**config.mk**
```make
export PLATFORM = sky130hd
export DESIGN_NAME = xrv_mem_arb
export DESIGN_NICKNAME = d
export VERILOG_FILES = /design/src/rtl/xrv_pkg.sv /design/src/rtl/xrv_mem_arb_prio.sv /design/src/rtl/xrv_mem_arb.sv
export SDC_FILE = /design/constraint.sdc
export NUM_CORES = 1
export LEC_CHECK = 0
export ABC_AREA = 1
export BUFFER_PORTS_ARGS = -buffer_cell sky130_fd_sc_hd__buf_2
export CAP_MARGIN = 5
export CORE_AREA = 2 2 99 101
export DETAILED_ROUTE_END_ITERATION = 16
export DIE_AREA = 0 0 101 103
export GPL_TIMING_DRIVEN = 0
export PLACE_DENSITY = 0.61
export SLEW_MARGIN = 20
export SYNTH_ARGS = -nofsm -noshare
export SYNTH_HDL_FRONTEND = slang
export SYNTH_HIERARCHICAL = 1
export SYNTH_SLANG_ARGS = --single-unit
```
**constraint.sdc**
```tcl
create_clock -name clk -period 3.3 [get_ports clk]
set_input_delay 0.33 -clock clk [delete_from_list [all_inputs] [get_ports clk]]
set_output_delay 0.33 -clock clk [all_outputs]
set_load 0.005 [all_outputs]
```
**src/rtl/xrv_pkg.sv**
```systemverilog
// Shared types for the xrv memory arbiter: response-tracking states.
package xrv_pkg;

    localparam int XLEN = 32;

    typedef enum logic [2:0] {
        RSP_IDLE,
        RSP_I,
        RSP_DRD,
        RSP_DWR,
        RSP_DERR
    } rsp_state_e;

endpackage

```
**src/rtl/xrv_mem_arb_prio.sv**
```systemverilog
// Grant decision between fetch and LSU. The LSU wins by default.
// A starvation counter forces one fetch grant after STARVE_MAX lost fetch cycles.
module xrv_mem_arb_prio #(
    parameter int STARVE_MAX = 4
) (
    input  logic clk,
    input  logic rstb,
    input  logic i_req_ok,
    input  logic d_req,
    output logic gnt_i,
    output logic gnt_d
);

    localparam int CNT_W = $clog2(STARVE_MAX + 1);
    localparam logic [CNT_W-1:0] CNT_MAX = CNT_W'(STARVE_MAX);

    logic [CNT_W-1:0] starve_cnt;
    logic             starved;

    assign starved = (starve_cnt == CNT_MAX);
    assign gnt_d   = d_req & ~(i_req_ok & starved);
    assign gnt_i   = i_req_ok & ~gnt_d;

    // When a valid fetch is not granted, the LSU was granted: count it as a loss.
    always_ff @(posedge clk or negedge rstb) begin
        if (!rstb) begin
            starve_cnt <= '0;
        end else if (!i_req_ok || gnt_i) begin
            starve_cnt <= '0;
        end else if (!starved) begin
            starve_cnt <= starve_cnt + CNT_W'(1);
        end
    end

endmodule

```
**src/rtl/xrv_mem_arb.sv**
```systemverilog
// Shares one 1-cycle-latency single-port SRAM between instruction fetch and LSU.
// Tracks the owner of each access so the read data is routed back one cycle later.
module xrv_mem_arb
    import xrv_pkg::*;
#(
    parameter int          MEM_AW     = 14,
    parameter int          STARVE_MAX = 4,
    parameter logic [31:0] BASE_ADDR  = 32'h0
) (
    input  logic              clk,
    input  logic              rstb,
    input  logic              i_req,
    input  logic [31:0]       i_addr,
    input  logic              i_flush,
    output logic              i_gnt,
    output logic [31:0]       i_rdata,
    output logic              i_rvalid,
    input  logic              d_req,
    input  logic              d_we,
    input  logic [3:0]        d_be,
    input  logic [31:0]       d_addr,
    input  logic [31:0]       d_wdata,
    output logic              d_gnt,
    output logic [31:0]       d_rdata,
    output logic              d_rvalid,
    output logic              d_err,
    output logic              mem_cs,
    output logic              mem_we,
    output logic [3:0]        mem_be,
    output logic [MEM_AW-1:0] mem_addr,
    output logic [31:0]       mem_wdata,
    input  logic [31:0]       mem_rdata
);

    localparam logic [32:0] WIN_BYTES = 33'd1 << (MEM_AW + 2);

    logic        i_req_ok;
    logic        gnt_i;
    logic        gnt_d;
    logic        d_inwin;
    logic [31:0] d_off;
    logic [31:0] i_off;
    logic [31:0] g_off;
    logic        unused_off;
    rsp_state_e  rsp_state;

    assign i_req_ok = i_req & ~i_flush;

    xrv_mem_arb_prio #(
        .STARVE_MAX(STARVE_MAX)
    ) u_prio (
        .clk     (clk),
        .rstb    (rstb),
        .i_req_ok(i_req_ok),
        .d_req   (d_req),
        .gnt_i   (gnt_i),
        .gnt_d   (gnt_d)
    );

    assign i_gnt = gnt_i;
    assign d_gnt = gnt_d;

    // Window test is done on the rebased offset with one spare bit so the
    // largest windows do not overflow the 32-bit compare.
    assign d_off   = d_addr - BASE_ADDR;
    assign i_off   = i_addr - BASE_ADDR;
    assign d_inwin = ({1'b0, d_off} < WIN_BYTES);
    assign g_off   = gnt_d ? d_off : i_off;

    assign mem_cs     = gnt_i | (gnt_d & d_inwin);
    assign mem_we     = gnt_d & d_we;
    assign mem_be     = (gnt_d & d_we) ? d_be : 4'hF;
    assign mem_addr   = g_off[MEM_AW+1:2];
    assign mem_wdata  = d_wdata;
    assign unused_off = ^{g_off[31:MEM_AW+2], g_off[1:0]};

    always_ff @(posedge clk or negedge rstb) begin
        if (!rstb) begin
            rsp_state <= RSP_IDLE;
        end else if (gnt_i) begin
            rsp_state <= RSP_I;
        end else if (gnt_d) begin
            if (!d_inwin)
                rsp_state <= RSP_DERR;
            else if (d_we)
                rsp_state <= RSP_DWR;
            else
                rsp_state <= RSP_DRD;
        end else begin
            rsp_state <= RSP_IDLE;
        end
    end

    // SRAM data only exists in the response cycle, so routing is combinational on the state.
    assign i_rvalid = (rsp_state == RSP_I) & ~i_flush;
    assign i_rdata  = (rsp_state == RSP_I) ? mem_rdata : 32'h0;
    assign d_rvalid = (rsp_state == RSP_DRD) | (rsp_state == RSP_DWR) | (rsp_state == RSP_DERR);
    assign d_err    = (rsp_state == RSP_DERR);
    assign d_rdata  = (rsp_state == RSP_DRD) ? mem_rdata : 32'h0;

endmodule

```
==> results of run 1 <==
## logic make-up (layout without fill, tap and decap cells)
group                    after synthesis  count (layout)  synth area share, %
adder cells (fa/ha/maj)                2               2                 1.94
buffers and inverters                 86             296                 38.6
flip-flops                             6               6                 11.7
AND/OR/NAND/NOR                      145             145                 46.1
AO/OA/AOI/OAI                          4               4                 1.75
## worst paths after layout
check	to	slack [ns]	cells after the start
max	mem_addr[7]	1.20	11
max in group asynchronous	rsp_state[2]$_DFF_PN0_	2.67	2
max reg2reg	rsp_state[0]$_DFF_PN0_	1.85	10
min reg2reg	u_prio/starve_cnt[0]$_DFFE_PN0P_	0.45	1
min	u_prio/starve_cnt[0]$_DFFE_PN0P_	0.40	3
min in group asynchronous	u_prio/starve_cnt[2]$_DFFE_PN0P_	0.49	2
## state kept, by name (all words and copies together) (netlist names)
name,cells
rsp_state,3
u_prio/starve_cnt,3
## critical path, cell delays in order (launching register included)
cell and delay (ns):
dfrtp_1 0.39, inv_1 0.06, ha_1 0.15, nand2_2 0.08, o21ai_1 0.12, inv_1 0.06, buf_4 0.16, inv_1 0.12
buf_4 0.18, nand2_1 0.07, nand2_1 0.06, buf_2 0.10
## cells in the final DEF (no fill, tap or decap)
cell and n:
nor3_1 1, inv_1 44, nand3_1 2, ha_1 2, o21ai_1 1, o21bai_1 1, nand3_4 1, dfrtp_1 6
nand2_1 53, nand2_2 2, buf_2 207, nor2_2 4, nand3_2 1, a21oi_1 2, dlygate4sd3_1 1, nor2_1 77
or2_2 4, buf_4 34, inv_2 1, buf_6 6, clkbuf_8 3
## metrics by stage
stage	cell area, um2	instances
6_report	2510	567
2_1_floorplan	1290	243
3_3_place_gp	2460	563
5_1_grt	2510	567
3_5_place_dp	2460	563
4_1_cts	2510	567
## power by group through the flow
stage / clock [uW] / sequential, uW / combinational [uW]
final: 107 / 77.5 / 190
after floorplan: 0 / 78.1 / 87.2
after global routing: 115 / 77.6 / 217
after global placement: 0 / 78.3 / 188
after CTS: 111 / 77.5 / 193
after detailed placement: 0 / 78.3 / 191
## per-layer routing
metal  track usage (%)  vias up
met2              16.0      135
met5                 0        -
met1              8.59      839
met4              2.81        2
met3              1.56        6
li1                  -     1074
## area by class of cell
| type | instances | area (um2) |
|---|---|---|
| clock buffer | 3 | 41.3 |
| inverter | 45 | 169 |
| sequential | 6 | 150 |
| buffer | 41 | 328 |
| fill | 1055 | 6950 |
| timing repair buffer | 207 | 1040 |
| tap | 114 | 143 |
| multi-input combinational | 151 | 641 |
==> run metrics, run 1 <==
register area share after synthesis=11.7%; minimum clock period after layout=approximately 2.1 ns; final setup slack of the worst path=around 1.2 ns; kind of end point of the critical path=output port; met3 wirelength from detailed routing=slightly above 500 um; P_sw=110 uW; Congestion Overflow GR=0; number of DRC violations after detailed-routing iteration 0=37; y dimension of the die=just over 100 um; required arrival time at the worst endpoint=2.97 ns; vias in the first global route=between 1,500 and 2,000; number of CTS-inserted buffers=3; worst min path class=in -> reg; number of detailed-route iterations in the first pass=4; worst-case clock buffer depth=2; sequential cell fraction of total power=~21%; Comb power frac=~50%; syn nets=approximately 380; H-tree levels=1; mean post-synth cell area=approximately 5.3 um2; setup repair after global routing missed its margin=no; number of hold-slack violations in the final timing report=0; HPWL after detailed placement=4620 um; Routed met1 length=1940 um; outcome=finished clean; critical path type=reg -> out; number of synthesis warnings=6; area of the mapped netlist=roughly 1300 um2; Power per Cell Area=about 150 nW/um2; ys flop type=dfrtp_1; total negative setup slack=0 ns; Layout Nets=about 600; sw frac=around 29%; share of Yosys cell area claimed by the top area cell type=22.4%; met2 wire length=approximately 2500 um; total internal power=264 uW; vias per cell=3.63; mean routed wirelength per cell=8.88 um; part of the cycle the worst path needs=63.7%; Residual DRC=0; initial antenna violation count=1; overall global routing resource usage=~8.1%; total number of vias=2,056; Die Outline Area=10,400 um2; Fmax=around 0.48 GHz; launch point of the worst path=u_prio/starve_cnt[0]$_DFFE_PN0P_; Chip Width=101 um; number of rows in the core area=36; number of setup violations in the final report=0; setup skew after layout=0.00198 ns; global-route wire length before repair=slightly below 7000 um; Top-Level Pins=259; post-route ant nets=0; cts-stage hold buffer count=1; share of cells above drive strength 1=roughly three fifths; starting utilization of the core area=approximately 14%; uppermost metal layer occupied by signal nets=met5; area of the core=approximately 9500 um2; number of buffer cells added on primary ports=between 200 and 250; total wirelength of the detailed-routed design=roughly 5000 um; # Max-Cap Violations=0; Crit Reg-Reg Startpoint=u_prio/starve_cnt[0]$_DFFE_PN0P_; final standard cell utilization of the core=about a quarter; number of enable flip-flop cells after synthesis=0; Area contributors post-synth=nor2_1, buf_4, nand2_1; Slew headroom=approximately 80%; Area growth, synth to finish=95.1%; maximum number of pins on one net before global-route repair=11; Critical Path Source Type=register; Commonest cells post-synth=nor2_1, nand2_1, inv_1, buf_4; weighted congestion at the end of routability-driven global placement=roughly 0.69; number of pins exceeding their max-slew limit in the final report=0; library cell with the highest instance count after synthesis=nor2_1; portion of total power attributed to the clock network=between 20 and 30%; Async SR Flop Fraction=100%; worst slack, placed=around 1.3 ns; highest fanout seen on the critical path=10; arrival time at the worst endpoint=about 1.8 ns; root cell of the clock tree=clkbuf_8; count of cell types in the netlist=19; transition time of the tightest slew-check pin=0.293 ns; buffer count from post-CTS setup fixing=0; Worst Hold Slack=just under 0.4 ns; maximum vdd ir drop=between 0.0001 and 0.00015 V; post-synthesis cell type with the largest combined area=nor2_1; CTS sink count=6; n_diodes=0; register bit total from synthesis=6; CTS tree=built; number of instances in the synthesized netlist=243; source-to-sink clock delay at the later pin of the worst-skew pair=around 0.22 ns; critical hold path startpoint=d_req; PnR Total Power=roughly 370 uW; post-CTS resize count=0; LEAKAGE=between 0.0015 and 0.002 uW; Clock Pin Slew Worst Setup and Hold Paths=approximately 0.03 ns
(Power assumes the default switching activity.)
==> run 2, diff against run 1 <==
--- a/config.mk
+++ b/config.mk
@@ -8,11 +8,11 @@
 export ABC_AREA = 1
 export BUFFER_PORTS_ARGS = -buffer_cell sky130_fd_sc_hd__buf_2
 export CAP_MARGIN = 5
-export CORE_AREA = 2 2 99 101
+export CORE_AREA = 2 2 100 102
 export DETAILED_ROUTE_END_ITERATION = 16
-export DIE_AREA = 0 0 101 103
+export DIE_AREA = 0 0 102 104
 export GPL_TIMING_DRIVEN = 0
-export PLACE_DENSITY = 0.61
+export PLACE_DENSITY = 0.6
 export SLEW_MARGIN = 20
 export SYNTH_ARGS = -nofsm -noshare
 export SYNTH_HDL_FRONTEND = slang
==> constraint.sdc (replaced) <==
create_clock -name clk -period 2.2 [get_ports clk]
set_input_delay 0.22 -clock clk [delete_from_list [all_inputs] [get_ports clk]]
set_output_delay 0.22 -clock clk [all_outputs]
set_load 0.005 [all_outputs]
==> run metrics, run 2 (synthesis results as in run 1) <==
outcome=finished clean; Congestion Overflow GR=0 (unchanged); number of CTS-inserted buffers=3 (unchanged); vias per cell=3.50 (-3.6%); Power per Cell Area=222 nW/um2 (+49%); HPWL after detailed placement=4640 um (+0.52%); Largest regs=rsp_state x3, u_prio/starve_cnt x3; number of detailed-route iterations in the first pass=4 (unchanged); post-CTS resize count=0 (unchanged); total wirelength of the detailed-routed design=5080 um (+0.87%); worst min path class=in -> reg; vias in the first global route=1,754 (+8.5%); number of buffer cells added on primary ports=206 (unchanged); number of rows in the core area=36 (unchanged); starting utilization of the core area=13.5% (-0.13 points); Critical Path Source Type=register; source-to-sink clock delay at the later pin of the worst-skew pair=0.22 ns (about the same); area of the core=9550 um2 (+0.95%); part of the cycle the worst path needs=around 91%; root cell of the clock tree=clkbuf_8; # Max-Cap Violations=0 (unchanged); Fmax=~0.5 GHz; setup repair after global routing missed its margin=no; global-route wire length before repair=7270 um (+6.3%); required arrival time at the worst endpoint=1.98 ns (-0.99 ns); maximum number of pins on one net before global-route repair=11 (unchanged); fillcell total=1,119 (+6.1%); CTS tree=built; PnR Total Power=563 uW (+51%); overall global routing resource usage=8.20% (+0.074 points); buffer count from post-CTS setup fixing=0 (unchanged); number of DRC violations after detailed-routing iteration 0=41 (+11%); Worst Hold Slack=0.282 ns (-0.113 ns); path depth of the worst reg2reg path=10 (unchanged); transition time of the tightest slew-check pin=0.295 ns (+0.00198 ns); number of hold-slack violations in the final timing report=0 (unchanged); Inst Count DP=582 (+3.4%); Area growth, synth to finish=97.0%; most frequent standard cell in the layout excluding fill and tap cells=buf_2; Top-Level Pins=259 (unchanged); Layout Nets=595 (unchanged); Residual DRC=0 (unchanged); setup skew after layout=0.00205 ns (+0.0000781 ns); share of cells above drive strength 1=58.1% (unchanged); total number of vias=2,049 (-0.34%); initial antenna violation count=0 (-1); maximum vdd ir drop=0.000176 V (+72%); worst-case clock buffer depth=2 (unchanged); cts-stage hold buffer count=1 (unchanged); final std cells w/o fill=586 (+3.4%); n_diodes=0 (unchanged); H-tree levels=1 (unchanged); area used by multi-input combinational logic=641 um2 (unchanged); critical path type=reg -> out; highest fanout seen on the critical path=10 (unchanged); y dimension of the die=104 um (+0.97%); Worst Hold Path Cells=3 (unchanged); post-route ant nets=0 (unchanged); CTS sink count=6 (unchanged); most frequent cells in the layout=buf_2, nor2_1, nand2_1; minimum clock period after layout=approximately 2.0 ns; number of setup violations in the final report=0 (unchanged); weighted congestion at the end of routability-driven global placement=0.661 (-4.8%); kind of end point of the critical path=output port; number of pins exceeding their max-slew limit in the final report=0 (unchanged); Clock Pin Slew Worst Setup and Hold Paths=0.04 ns (about the same); mean routed wirelength per cell=8.66 um (-2.4%); area of all sequential standard cells=150 um2 (unchanged); final standard cell utilization of the core=26.6% (about the same); Chip Width=102 um (+0.99%); Slew headroom=80.2% (-0.13 points); Die Outline Area=10,600 um2 (+2.0%); arrival time at the worst endpoint=1.78 ns (about the same); total negative setup slack=0 ns (unchanged); LEAKAGE=0.00180 uW (unchanged)
-- run 2: critical path: stages, from the launching register on --
cell     delay (ns)
dfrtp_1        0.39
inv_1          0.06
ha_1           0.15
nand2_2        0.08
o21ai_1        0.12
inv_1          0.06
buf_4          0.16
inv_1          0.12
buf_4          0.19
nand2_1        0.06
nand2_1        0.06
buf_2          0.12
-- run 2: per-stage QoR --
stage | setup WS, ns | instance area [um2]
after detailed placement | 0.310 | 2480
after global placement | 0.326 | 2480
after floorplan | 0.648 | 1290
after CTS | 0.162 | 2540
final | 0.196 | 2540
after global routing | 0.0352 | 2540
-- run 2: layout make-up --
| type | instances | area share [%] |
|---|---|---|
| clock buffer | 3 | 1.63 |
| inverter | 45 | 6.66 |
| timing repair buffer | 207 | 41.0 |
| tap | 133 | 6.56 |
| buffer | 41 | 12.9 |
| multi-input combinational | 151 | 25.3 |
| sequential | 6 | 5.92 |
-- run 2: worst paths after layout --
path,startpoint,to,slack [ns]
max,u_prio/starve_cnt[0]$_DFFE_PN0P_,mem_addr[5],0.20
min,d_req,u_prio/starve_cnt[2]$_DFFE_PN0P_,0.28
max reg2reg,u_prio/starve_cnt[0]$_DFFE_PN0P_,rsp_state[0]$_DFF_PN0_,0.75
min reg2reg,u_prio/starve_cnt[0]$_DFFE_PN0P_,u_prio/starve_cnt[0]$_DFFE_PN0P_,0.46
max in group asynchronous,rstb,rsp_state[0]$_DFF_PN0_,1.70
min in group asynchronous,rstb,u_prio/starve_cnt[1]$_DFFE_PN0P_,0.36
-- run 2: power breakdown --
group	internal, uW	total [uW]	switching [uW]
logic	165	283	118
registers	114	116	2.43
clock network	117	164	46.5
total	396	563	167
-- run 2: layer usage --
metal | track usage [%] | wire (um) | vias to the layer above
met1 | 7.66 | 1810 | 847
met4 | 2.00 | 46 | 0
met5 | 0 | 0 | -
met2 | 17.7 | 2670 | 125
li1 | - | - | 1073
met3 | 1.01 | 549 | 4
==> run 3, diff against run 2 <==
==> constraint.sdc (replaced) <==
create_clock -name clk -period 1.9 [get_ports clk]
set_input_delay 0.19 -clock clk [delete_from_list [all_inputs] [get_ports clk]]
set_output_delay 0.19 -clock clk [all_outputs]
set_load 0.005 [all_outputs]
==> run metrics, run 3 (synthesis results as in run 1) <==
critical path type=reg -> out; transition time of the tightest slew-check pin=0.303 ns (+0.00738 ns); Congestion Overflow GR=0 (unchanged); Power per Cell Area=256 nW/um2 (+15%); number of CTS-inserted buffers=3 (unchanged); most frequent standard cell in the layout excluding fill and tap cells=buf_2; number of DRC violations after detailed-routing iteration 0=50 (+22%); root cell of the clock tree=clkbuf_8; launch point of the worst path=u_prio/starve_cnt[0]$_DFFE_PN0P_; critical hold path startpoint=d_req; Residual DRC=0 (unchanged); LEAKAGE=0.00184 uW (+2.0%); arrival time at the worst endpoint=1.66 ns (-0.12 ns); mean routed wirelength per cell=8.80 um (+1.6%); CTS sink count=6 (unchanged); Critical Path Source Type=register; reg-to-reg critical path endpoint=rsp_state[1]$_DFF_PN0_; # Max-Cap Violations=0 (unchanged); share of cells above drive strength 1=59.3% (+1.2 points); worst-case clock buffer depth=2 (unchanged); most frequent cells in the layout=buf_2, nor2_1, nand2_1; CTS tree=built; Die Outline Area=10,600 um2 (unchanged); Worst Hold Slack=0.257 ns (-0.0251 ns); setup repair after global routing missed its margin=yes; number of pins exceeding their max-slew limit in the final report=0 (unchanged); master of the slowest instance on the critical path=dfrtp_1; Chip Width=102 um (unchanged); source-to-sink clock delay at the later pin of the worst-skew pair=0.22 ns (about the same); highest fanout seen on the critical path=7 (-3); number of rows in the core area=36 (unchanged); worst min path class=in -> reg; weighted congestion at the end of routability-driven global placement=0.661 (unchanged); Clock Pin Slew Worst Setup and Hold Paths=0.04 ns (about the same); maximum vdd ir drop=0.000203 V (+15%); Worst Hold Path Cells=3 (unchanged); number of setup violations in the final report=0 (unchanged); Layout Nets=601 (+1.0%); Largest regs=rsp_state x3, u_prio/starve_cnt x3; path depth of the worst reg2reg path=9 (-1); Worst R2R Setup Slack=0.51 ns (-0.24 ns); total negative setup slack=0 ns (unchanged); n_diodes=0 (unchanged); global-route wire length before repair=7290 um (+0.29%); Area growth, synth to finish=102%; maximum number of pins on one net before global-route repair=11 (unchanged); area of the core=9550 um2 (unchanged); y dimension of the die=104 um (unchanged); overall global routing resource usage=8.21% (+0.014 points); H-tree levels=1 (unchanged); cell-by-cell listing of the critical path=inv_1 -> ha_1 -> nand2_2 -> o21ai_2 -> inv_1 -> buf_6 -> nand2_2 -> or2_2 -> buf_2; kind of end point of the critical path=output port; setup skew after layout=0.00220 ns (+0.000143 ns); Crit Reg-Reg Startpoint=u_prio/starve_cnt[0]$_DFFE_PN0P_; part of the cycle the worst path needs=97.3%; Top-Level Pins=259 (unchanged); longest individual stage delay on the worst path=0.36 ns (-0.03 ns); Slew headroom=79.7% (-0.49 points); outcome=finished clean; starting utilization of the core area=13.5% (unchanged); HPWL after detailed placement=4640 um (unchanged); number of detailed-route iterations in the first pass=4 (unchanged); vias per cell=3.51 (+0.34%); number of buffer cells added on primary ports=206 (unchanged); Fmax=between 0.5 and 0.6 GHz; number of hold-slack violations in the final timing report=0 (unchanged); total number of vias=2,077 (+1.4%); post-route ant nets=0 (unchanged); minimum clock period after layout=around 1.8 ns; Hold Crit Endpoint=u_prio/starve_cnt[0]$_DFFE_PN0P_; initial antenna violation count=0 (unchanged); vias in the first global route=1,758 (+0.23%); total wirelength of the detailed-routed design=5210 um (+2.7%); required arrival time at the worst endpoint=1.71 ns (-0.27 ns)
[run 3: cell types whose count changed in the layout (fill, tap and decap cells not counted), sizes merged]
cell / previous run / this run
buf: 247 / 253
[run 3: stage by stage]
stage,instance area [um2],setup slack [ns],std cells,total power [uW],util (%)
final,2600,0.0521,592,666,27.3
after global routing,2600,-0.0135,592,722,27.3
after CTS,2540,-0.0226,586,664,26.6
after detailed placement,2480,0.0699,582,467,26.0
after global placement,2480,0.0862,582,463,26.0
after floorplan,1290,0.378,243,287,-
[run 3: critical path, delay by kind of cell (launching register included)]
| family | cells | cell delay, ns |
|---|---|---|
| flops | 1 | 0.36 |
| compound gates | 1 | 0.05 |
| fa+ha+maj | 1 | 0.20 |
| simple gates | 3 | 0.43 |
| buf+inv | 4 | 0.38 |
[run 3: how the worst max path moves through the flow]
stage                              end  slack (ns)  cells past startpoint
after floorplan           mem_addr[10]        0.38                     10
after global placement     mem_addr[5]        0.09                     11
after detailed placement   mem_addr[5]        0.07                     11
after CTS                  mem_addr[5]       -0.02                     11
after global routing       mem_addr[6]       -0.01                     11
final                        mem_be[3]        0.05                      9
[run 3: what timing repair did]
| action | 4_1_cts | 5_1_grt |
|---|---|---|
| endpoints found under the hold margin | 6 | 0 |
| hold buffers | 1 | 0 |
| gates cloned | 0 | 1 |
| setup buffers | 0 | 5 |
| pin swaps | 0 | 1 |
| resized for setup | 3 | 8 |
| setup endpoints to repair | 14 | 14 |
[run 3: final cells by class]
class	count	area, um2
Clock buffer	3	41.3
Fill cell	1117	6950
Buffer	41	338
Timing Repair Buffer	213	1090
Inverter	45	171
Tap cell	133	166
Multi-Input combinational cell	151	647
Sequential cell	6	150
[run 3: metal layers]
| layer | vias up | track usage [%] | share of wire (%) |
|---|---|---|---|
| met5 | - | 0 | 0 |
| met4 | 0 | 2.00 | 0.88 |
| met3 | 4 | 1.01 | 11 |
| met2 | 125 | 17.7 | 52 |
| met1 | 861 | 7.70 | 36 |
| li1 | 1087 | - | - |
[run 3: where the power goes]
part / internal [uW] / switching [uW] / leakage (uW)
registers: 132 / 2.89 / 0.0000808
clock network: 136 / 53.0 / 0.0000216
logic: 200 / 142 / 0.00174
